[src/rtl/sync_fifo_ctrl.sv]
// sync_fifo_ctrl: pointer, occupancy and flag control for a synchronous FIFO
// built around an external dual-port RAM with registered read data.
//
// Ports:
//   clk_i, rstn_i          single clock, async active-low reset
//   push_i, push_data_i    producer request and data
//   pop_i                  consumer request
//   pop_data_o, pop_valid_o read data, valid one cycle after an accepted pop
//   full_o, empty_o, almost_full_o, count_o   status
//   mem_w*_o, mem_r*_o, mem_rdata_i           RAM write/read ports
//
// Optional build macro SYNC_FIFO_ERR_EN adds sticky overflow_o/underflow_o.
module sync_fifo_ctrl #(
   parameter int AW       = 7,
   parameter int DW       = 32,
   parameter int DEPTH    = 128,
   parameter int AFULL_TH = 120
) (
   input  logic          clk_i,
   input  logic          rstn_i,
   input  logic          push_i,
   input  logic [DW-1:0] push_data_i,
   input  logic          pop_i,
   output logic [DW-1:0] pop_data_o,
   output logic          pop_valid_o,
   output logic          full_o,
   output logic          empty_o,
   output logic          almost_full_o,
   output logic [AW:0]   count_o,
   output logic          mem_wenable_o,
   output logic [AW-1:0] mem_waddr_o,
   output logic [DW-1:0] mem_wdata_o,
   output logic          mem_renable_o,
   output logic [AW-1:0] mem_raddr_o,
   input  logic [DW-1:0] mem_rdata_i
`ifdef SYNC_FIFO_ERR_EN
   ,
   output logic          overflow_o,
   output logic          underflow_o
`endif
);

   localparam logic [AW:0] DEPTH_C = DEPTH[AW:0];
   localparam logic [AW:0] AFULL_C = AFULL_TH[AW:0];

   logic [AW:0] wptr;
   logic [AW:0] rptr;
   logic [AW:0] count_n;
   logic        push_acc;
   logic        pop_acc;

   // Acceptance uses the registered flags, so a simultaneous pop never
   // frees space for a push in the same cycle (and vice versa).
   assign push_acc = push_i & ~full_o;
   assign pop_acc  = pop_i & ~empty_o;

   assign mem_wenable_o = push_acc;
   assign mem_waddr_o   = wptr[AW-1:0];
   assign mem_wdata_o   = push_data_i;
   assign mem_renable_o = pop_acc;
   assign mem_raddr_o   = rptr[AW-1:0];

   // RAM holds its output register between reads, so data stays stable.
   assign pop_data_o = mem_rdata_i;

   always_comb begin
      count_n = count_o;
      unique case ({push_acc, pop_acc})
         2'b10:   count_n = count_o + 1'b1;
         2'b01:   count_n = count_o - 1'b1;
         default: count_n = count_o;
      endcase
   end

   always_ff @(posedge clk_i or negedge rstn_i) begin
      if (!rstn_i) begin
         wptr          <= '0;
         rptr          <= '0;
         count_o       <= '0;
         full_o        <= 1'b0;
         empty_o       <= 1'b1;
         almost_full_o <= 1'b0;
         pop_valid_o   <= 1'b0;
      end else begin
         if (push_acc) wptr <= wptr + 1'b1;
         if (pop_acc)  rptr <= rptr + 1'b1;
         count_o       <= count_n;
         full_o        <= (count_n == DEPTH_C);
         empty_o       <= (count_n == '0);
         almost_full_o <= (count_n >= AFULL_C);
         pop_valid_o   <= pop_acc;
      end
   end

`ifdef SYNC_FIFO_ERR_EN
   always_ff @(posedge clk_i or negedge rstn_i) begin
      if (!rstn_i) begin
         overflow_o  <= 1'b0;
         underflow_o <= 1'b0;
      end else begin
         if (push_i & full_o)  overflow_o  <= 1'b1;
         if (pop_i & empty_o)  underflow_o <= 1'b1;
      end
   end
`endif

endmodule

[config.mk]
export PLATFORM = sky130hd
export DESIGN_NAME = sync_fifo_ctrl
export DESIGN_NICKNAME = d
export VERILOG_FILES = /design/src/rtl/sync_fifo_ctrl.sv
export SDC_FILE = /design/constraint.sdc
export NUM_CORES = 1
export LEC_CHECK = 0
export CAP_MARGIN = 5
export CORE_ASPECT_RATIO = 1.25
export CORE_MARGIN = 3
export CORE_UTILIZATION = 34
export CTS_CLUSTER_SIZE = 20
export DETAILED_ROUTE_END_ITERATION = 7
export PLACE_DENSITY = 0.91
export SYNTH_ARGS = -nofsm -noshare
export SYNTH_HDL_FRONTEND = slang
export SYNTH_SLANG_ARGS = --single-unit
[constraint.sdc]
create_clock -name clk_i -period 4.3 [get_ports clk_i]
set_input_delay 0.43 -clock clk_i [delete_from_list [all_inputs] [get_ports clk_i]]
set_output_delay 0.43 -clock clk_i [all_outputs]
set_load 0.05 [all_outputs]
==> flow_summary_export.csv, run 1 <==
group,metric,value,unit
routing,routed_wl,3.78,mm
pwr,peakVddDrop,0.000336,V
global_route,overflow,0,
pwr,total_leakage_power,0.791,nW
setup_path,crit_fanout,5,
die,dieArea,7040,µm²
logic_synthesis,synth_cell_type_count,48,
setup_path,critical_path.max_stage_delay,0.45,ns
clock_tree,cts-root-buf,"clkbuf_8",
setup_path,worst-r2r-setup-slack,1.40,ns
setup_path,endpoint_kind,"flip-flop",
clock_tree,post_cts_buffers,0,
die,initial_core_util,0.354,
setup_path,slowest_stage,"clkdlybuf4s50_1",
clock_tree,path_clk_slew,0.09,ns
final_layout,syn_to_final_growth,-3.28,%
setup_path,required,4.51,ns
global_route,grt_max_degree,27,
sta,min_period,3.13,ns
die,row_count,31,
logic_synthesis,syn_inst,220,
final_layout,diodes,0,
sta,worstMarginPinSlew,1.10,ns
sta,tns,0,ns
sta,maxClockFrequency,319,MHz
logic_synthesis,ys_warn_count,0,
placement,place_congestion,0.857,
final_layout,mostFrequentLayoutCells,"clkdlybuf4s50_1 (31), dfrtp_1 (25), xnor2_1 (14)",
clock_tree,cts_max_level,1,
setup_path,r2r_cells,11,
setup_path,arrival,3.35,ns
global_route,grt_pass1_wl,6.06,mm
global_route,groute.usage.overall,0.110,
routing,wl_met2,1.82,mm
clock_tree,clk_path_buf_depth,2,
placement,io_buffer_count,31,
clock_tree,post_cts_resized,0,
logic_synthesis,seq_area_frac_synth,0.316,
final_layout,final_nets,257,
setup_path,cpMostUsedCell,"ha_1",
clock_tree,ctsHoldBuffers,0,
global_route,grt_pass1_vias,1351,
routing,dr.first_iter.drc_count,131,
clock_tree,cts_tree,"yes",
setup_path,worstReg2RegStart,"full_o",
run_status,status,"completed",
clock_tree,clkLatencyLatePin,0.27,ns
logic_synthesis,ys_async_sr_fraction,1.00,
setup_path,path_cells,"clkdlybuf4s50_1, nor2b_1, inv_1, ha_1, xor2_1, ha_1, a211o_1, and4_4, or3_1, a2111oi_2, nand4_1, o21ba_1",
setup_path,endpoint,"empty_o",
final_layout,multi_input_area,826,µm²
logic_synthesis,synth_nets,294,
final_layout,drive_above_1_share,0.0879,
sta,hold_viol,0,
routing,ant_nets,0,
logic_synthesis,synth_edf_count,0,
routing,top_layer,"met4",
setup_path,crit_path_start,"push_i",
sta,fin_crit_sh,0.729,
clock_tree,cts_made_buffers,3,
routing,via_per_inst,5.34,
setup_path,crit_type,"in -> reg",
routing,firstDrtPassIters,4,
sta,rsz0062_at_grt,"false",
routing,wl_met1,1.50,mm
die,die_w,75.7,µm
sta,drv_slew,0,
sta,skew,0.00417,ns
routing,vias,1324,
final_layout,register_area,652,µm²
die,dieHeight,93.1,µm
global_route,antenna_found_initial,0,
die,io_pins,160,
flow_run,max-cap-violations,0,
logic_synthesis,synthFlopType,"dfrtp_1",
routing,route.detailed.drc,0,
sta,relSlewSlack,0.264,
setup_path,reg2reg_to,"empty_o",
logic_synthesis,synth_seq_cells,26,
pwr,power_density,878,nW/µm²
die,core,5820,µm²
clock_tree,clock_sink_count,26,
final_layout,final_common_cell,"clkdlybuf4s50_1",
logic_synthesis,syn_area,2060,µm²
sta,setup_viol,0,
routing,routedWlPerCell,15.2,µm
setup_path,cp-start-kind,"primary input",
pwr,p_total,1.75,mW
worst_hold_path,hp-class,"reg -> reg",
placement,dp_hpwl,2.84,mm
routing,dr_wl_met3,383,µm
logic_synthesis,syn_avg_cell_area,9.37,µm²
final_layout,fillers,573,
## routing by layer
| metal | up-vias | track usage |
|---|---|---|
| li1 | 610 | - |
| met1 | 625 | 0.118 |
| met2 | 73 | 0.182 |
| met3 | 16 | 0.0430 |
| met4 | 0 | 0.0554 |
| met5 | - | 0 |
## cell type report
type / count / area share
tap: 66 / 0.0414
timing repair buffer: 34 / 0.167
sequential: 26 / 0.327
clock buffer: 3 / 0.0207
clock inverter: 1 / 0.0151
multi-input combinational: 110 / 0.414
inverter: 8 / 0.0151
## worst max-delay path: cells and delay by family
family / cells / cell delay [ns]
AO/OA/AOI/OAI: 3 / 0.90
AND/OR/NAND/NOR: 4 / 0.81
adder cells (fa/ha/maj): 2 / 0.50
XOR/XNOR: 1 / 0.18
buffers and inverters: 2 / 0.53
## worst min-delay path by stage
stage / slack [ns] / depth (start not counted) / start / end
6_report: 0.48 / 1 / rptr[6] / rptr[6]
3_5_place_dp: 0.46 / 1 / rptr[6] / rptr[6]
5_1_grt: 0.49 / 1 / rptr[6] / rptr[6]
3_3_place_gp: 0.46 / 1 / wptr[6] / wptr[6]
2_1_floorplan: 0.13 / 0 / rstn_i / almost_full_o
4_1_cts: 0.48 / 1 / rptr[6] / rptr[6]
## cell usage after synthesis (all sizes together) (2+ instances only)
library cell / number / area, µm²
ha: 6 / 75.1
nor4b: 3 / 41.3
nand3: 7 / 35.0
a21oi: 7 / 35.0
nor2b: 5 / 31.3
inv: 8 / 30.0
xor2: 4 / 35.0
clkbuf: 4 / 16.3
nand2: 9 / 33.8
xnor2: 14 / 123
o31a: 3 / 26.3
mux2: 2 / 22.5
a211o: 3 / 26.3
o21ai: 6 / 30.0
nor2: 3 / 11.3
a2111oi: 2 / 23.8
nor3: 2 / 10.0
and4: 4 / 37.5
buf: 72 / 538
nor3b: 3 / 22.5
nand4: 6 / 37.5
o211ai: 3 / 22.5
dfrtp: 25 / 626
## sequential cells by signal, indices dropped and copies added (netlist names)
name / cells
wptr: 7
full_o: 1
almost_full_o: 1
pop_valid_o: 1
empty_o: 1
count_o: 8
rptr: 7
## power breakdown
part | switching [mW] | total [mW] | internal, mW
registers | 0.194 | 0.547 | 0.353
logic | 0.626 | 1.01 | 0.380
clock network | 0.0733 | 0.198 | 0.124
## cell families after synthesis
| group | after synthesis | synth area share |
|---|---|---|
| flops | 26 | 0.316 |
| buf+inv | 84 | 0.283 |
| fa+ha+maj | 6 | 0.0364 |
| xor+xnor | 18 | 0.0765 |
| simple gates | 53 | 0.167 |
| mux | 2 | 0.0109 |
| compound gates | 31 | 0.110 |
## through the flow
step,hold WS (ns),instances,instance area (µm²),util,setup slack (ns)
after floorplan,0.134,220,2060,-,0.366
after global placement,0.460,244,1920,0.331,0.963
after detailed placement,0.463,244,1920,0.331,0.901
after CTS,0.480,248,1990,0.343,1.18
after global routing,0.490,248,1990,0.343,1.01
final,0.476,248,1990,0.343,1.17
Note: power is estimated with default switching activity, not from simulation.
==> run 2, diff against run 1 <==
- clock period: 4.3 -> 2.9 ns (I/O delays scaled with it)
==> run 2 against run 1 <==
  * Clock power grew 52%
  * Largest power group unchanged
  * Highest routed layer unchanged
  * Via count is 6.1% higher
  * Final area rose by 7.8%
  * Core utilization grew 2.7 points
  * Critical endpoint is now almost_full_o
  * Routed wire length is 3.7% higher
  * Die area is the same
  * Worst hold slack worse by 0.096 ns
==> flow_summary_export.csv, run 2 (same netlist as run 1, synthesis figures left out) <==
group,metric,value,unit
run_status,status,"completed",
sta,setup_viol,0,
sta,min_period,2.75,ns
setup_path,required,3.09,ns
pwr,p_switching,1.34,mW
routing,via_per_inst,5.34,
sta,worstMarginPinSlew,0.534,ns
final_layout,final_nets,272,
pwr,power_density,1260,nW/µm²
pwr,internal_power,1.35,mW
setup_path,worst-r2r-setup-slack,0.22,ns
sta,maxClockFrequency,364,MHz
placement,dp_hpwl,2.95,mm
final_layout,syn_to_final_growth,4.25,%
setup_path,reg2reg_to,"almost_full_o",
setup_path,arrival,2.94,ns
routing,dr.first_iter.drc_count,30,
sta,setup_ws,0.154,ns
sta,drv_slew,0,
routing,routedWlPerCell,14.9,µm
setup_path,crit_path_start,"push_i",
sta,skew,0.00382,ns
setup_path,endpoint,"almost_full_o",
clock_tree,clk_path_buf_depth,2,
routing,routed_wl,3.92,mm
setup_path,cp-start-kind,"primary input",
final_layout,finalInstanceArea,2150,µm²
final_layout,largestRegisters,"count_o x8, rptr x7, wptr x7",
setup_path,endpoint_kind,"flip-flop",
routing,firstDrtPassIters,4,
pwr,peakVddDrop,0.000489,V
placement,placed_area,2070,µm²
final_layout,fin_util,0.369,
die,initial_core_util,0.354,
sta,fin_crit_sh,0.947,
clock_tree,cts-root-buf,"clkbuf_8",
pwr,combPwrFrac,0.602,
setup_path,slowest_stage,"clkdlybuf4s50_1",
die,io_pins,160,
clock_tree,cts_made_buffers,3,
flow_run,max-cap-violations,0,
final_layout,regMostFlops,"count_o",
sta,hold_viol,0,
die,row_count,31,
die,core,5820,µm²
final_layout,final_common_cell,"clkdlybuf4s50_1",
sta,rsz0062_at_grt,"false",
setup_path,r2r_cells,11,
global_route,groute.usage.overall,0.114,
setup_path,path_cells,"clkdlybuf4s50_1, nor2b_2, inv_1, ha_4, xor2_1, ha_2, a211o_1, and4_4, o21ai_1, and2_1, or4b_1, o21ai_0",
worst_hold_path,hp-class,"in -> async",
final_layout,largest_register_ffs,8,
final_layout,fin_cells,263,
final_layout,drive_above_1_share,0.198,
global_route,grt_pass1_wl,6.38,mm
die,dieArea,7040,µm²
pwr,sw_frac_of_total,0.498,
global_route,grt_max_degree,27,
clock_tree,path_clk_slew,0.09,ns
final_layout,mostFrequentLayoutCells,"clkdlybuf4s50_1 (30), dfrtp_1 (24), buf_4 (19)",
sta,relSlewSlack,0.643,
routing,ant_nets,0,
global_route,grt_pass1_vias,1426,
final_layout,diodes,0,
clock_tree,cts_max_level,1,
placement,place_congestion,0.894,
routing,route.detailed.drc,0,
setup_path,crit_type,"in -> reg",
clock_tree,clock_sink_count,26,
clock_tree,cts_tree,"yes",
global_route,antenna_found_initial,0,
pwr,seq_power_share,0.287,
setup_path,worstReg2RegStart,"full_o",
placement,dp.cells,259,
setup_path,crit_fanout,4,
die,dieHeight,93.1,µm
clock_tree,post_cts_buffers,0,
global_route,overflow,0,
die,die_w,75.7,µm
pwr,clkPwrFrac,0.111,
setup_path,critical_path.max_stage_delay,0.45,ns
placement,place_ws,-0.324,ns
pwr,total_leakage_power,0.869,nW
sta,tns,0,ns
placement,io_buffer_count,31,
clock_tree,clkLatencyLatePin,0.27,ns
routing,vias,1405,
-- run 2: worst max-delay path, delay by kind of cell --
| kind | cells | cell delay [ns] |
|---|---|---|
| compound gates | 3 | 0.64 |
| xor+xnor | 1 | 0.15 |
| fa+ha+maj | 2 | 0.37 |
| buf+inv | 2 | 0.53 |
| simple gates | 4 | 0.95 |
-- run 2: layout make-up --
type,instances,area [µm²]
clock buffers,3,41.3
clock inverters,1,30.0
fillers,575,3670
inverters,8,30.0
multi-input cells,110,870
flip-flops and latches,26,653
well taps,66,82.6
repair buffers,49,443
-- run 2: per-stage QoR --
stage | total power [mW] | hold slack [ns]
floorplan | 2.12 | -0.00559
global placement | 2.37 | 0.460
detailed placement | 2.41 | 0.470
CTS | 2.72 | 0.390
global route | 2.87 | 0.410
finish | 2.70 | 0.380
-- run 2: repair_timing --
item / 4_1_cts / 5_1_grt
endpoints found under the setup margin: 3 / 3
hold buffers: 0 / 0
hold endpoints to repair: 0 / 0
resized for setup: 1 / 2
-- run 2: power groups by stage --
stage | Combinational, mW | Clock [mW] | Sequential, mW
after global placement | 1.59 | 0 | 0.771
after CTS | 1.64 | 0.308 | 0.774
after floorplan | 0.888 | 0 | 1.23
after global routing | 1.74 | 0.322 | 0.810
after detailed placement | 1.63 | 0 | 0.780
final | 1.62 | 0.300 | 0.775
-- run 2: how the worst min path moves through the flow --
stage | end | slack, ns | cells past startpoint | from
floorplan | almost_full_o | -0.006 | 0 | rstn_i
global placement | wptr[6] | 0.46 | 1 | wptr[6]
detailed placement | wptr[6] | 0.47 | 1 | wptr[6]
CTS | wptr[2] | 0.39 | 2 | rstn_i
global route | wptr[0] | 0.41 | 2 | rstn_i
finish | wptr[2] | 0.38 | 2 | rstn_i
-- run 2: routing by layer --
layer	routed length, µm	track usage	vias to the layer above
met5	0	0	-
met4	139	0.0714	0
met3	282	0.0333	24
met2	1900	0.190	49
met1	1600	0.123	688
li1	-	-	644
==> run 3, diff against run 2 <==
- SLEW_MARGIN: unset -> 10
==> results of run 3 <==
Same layout as run 2: the final DEF is identical, and so are final timing and power.
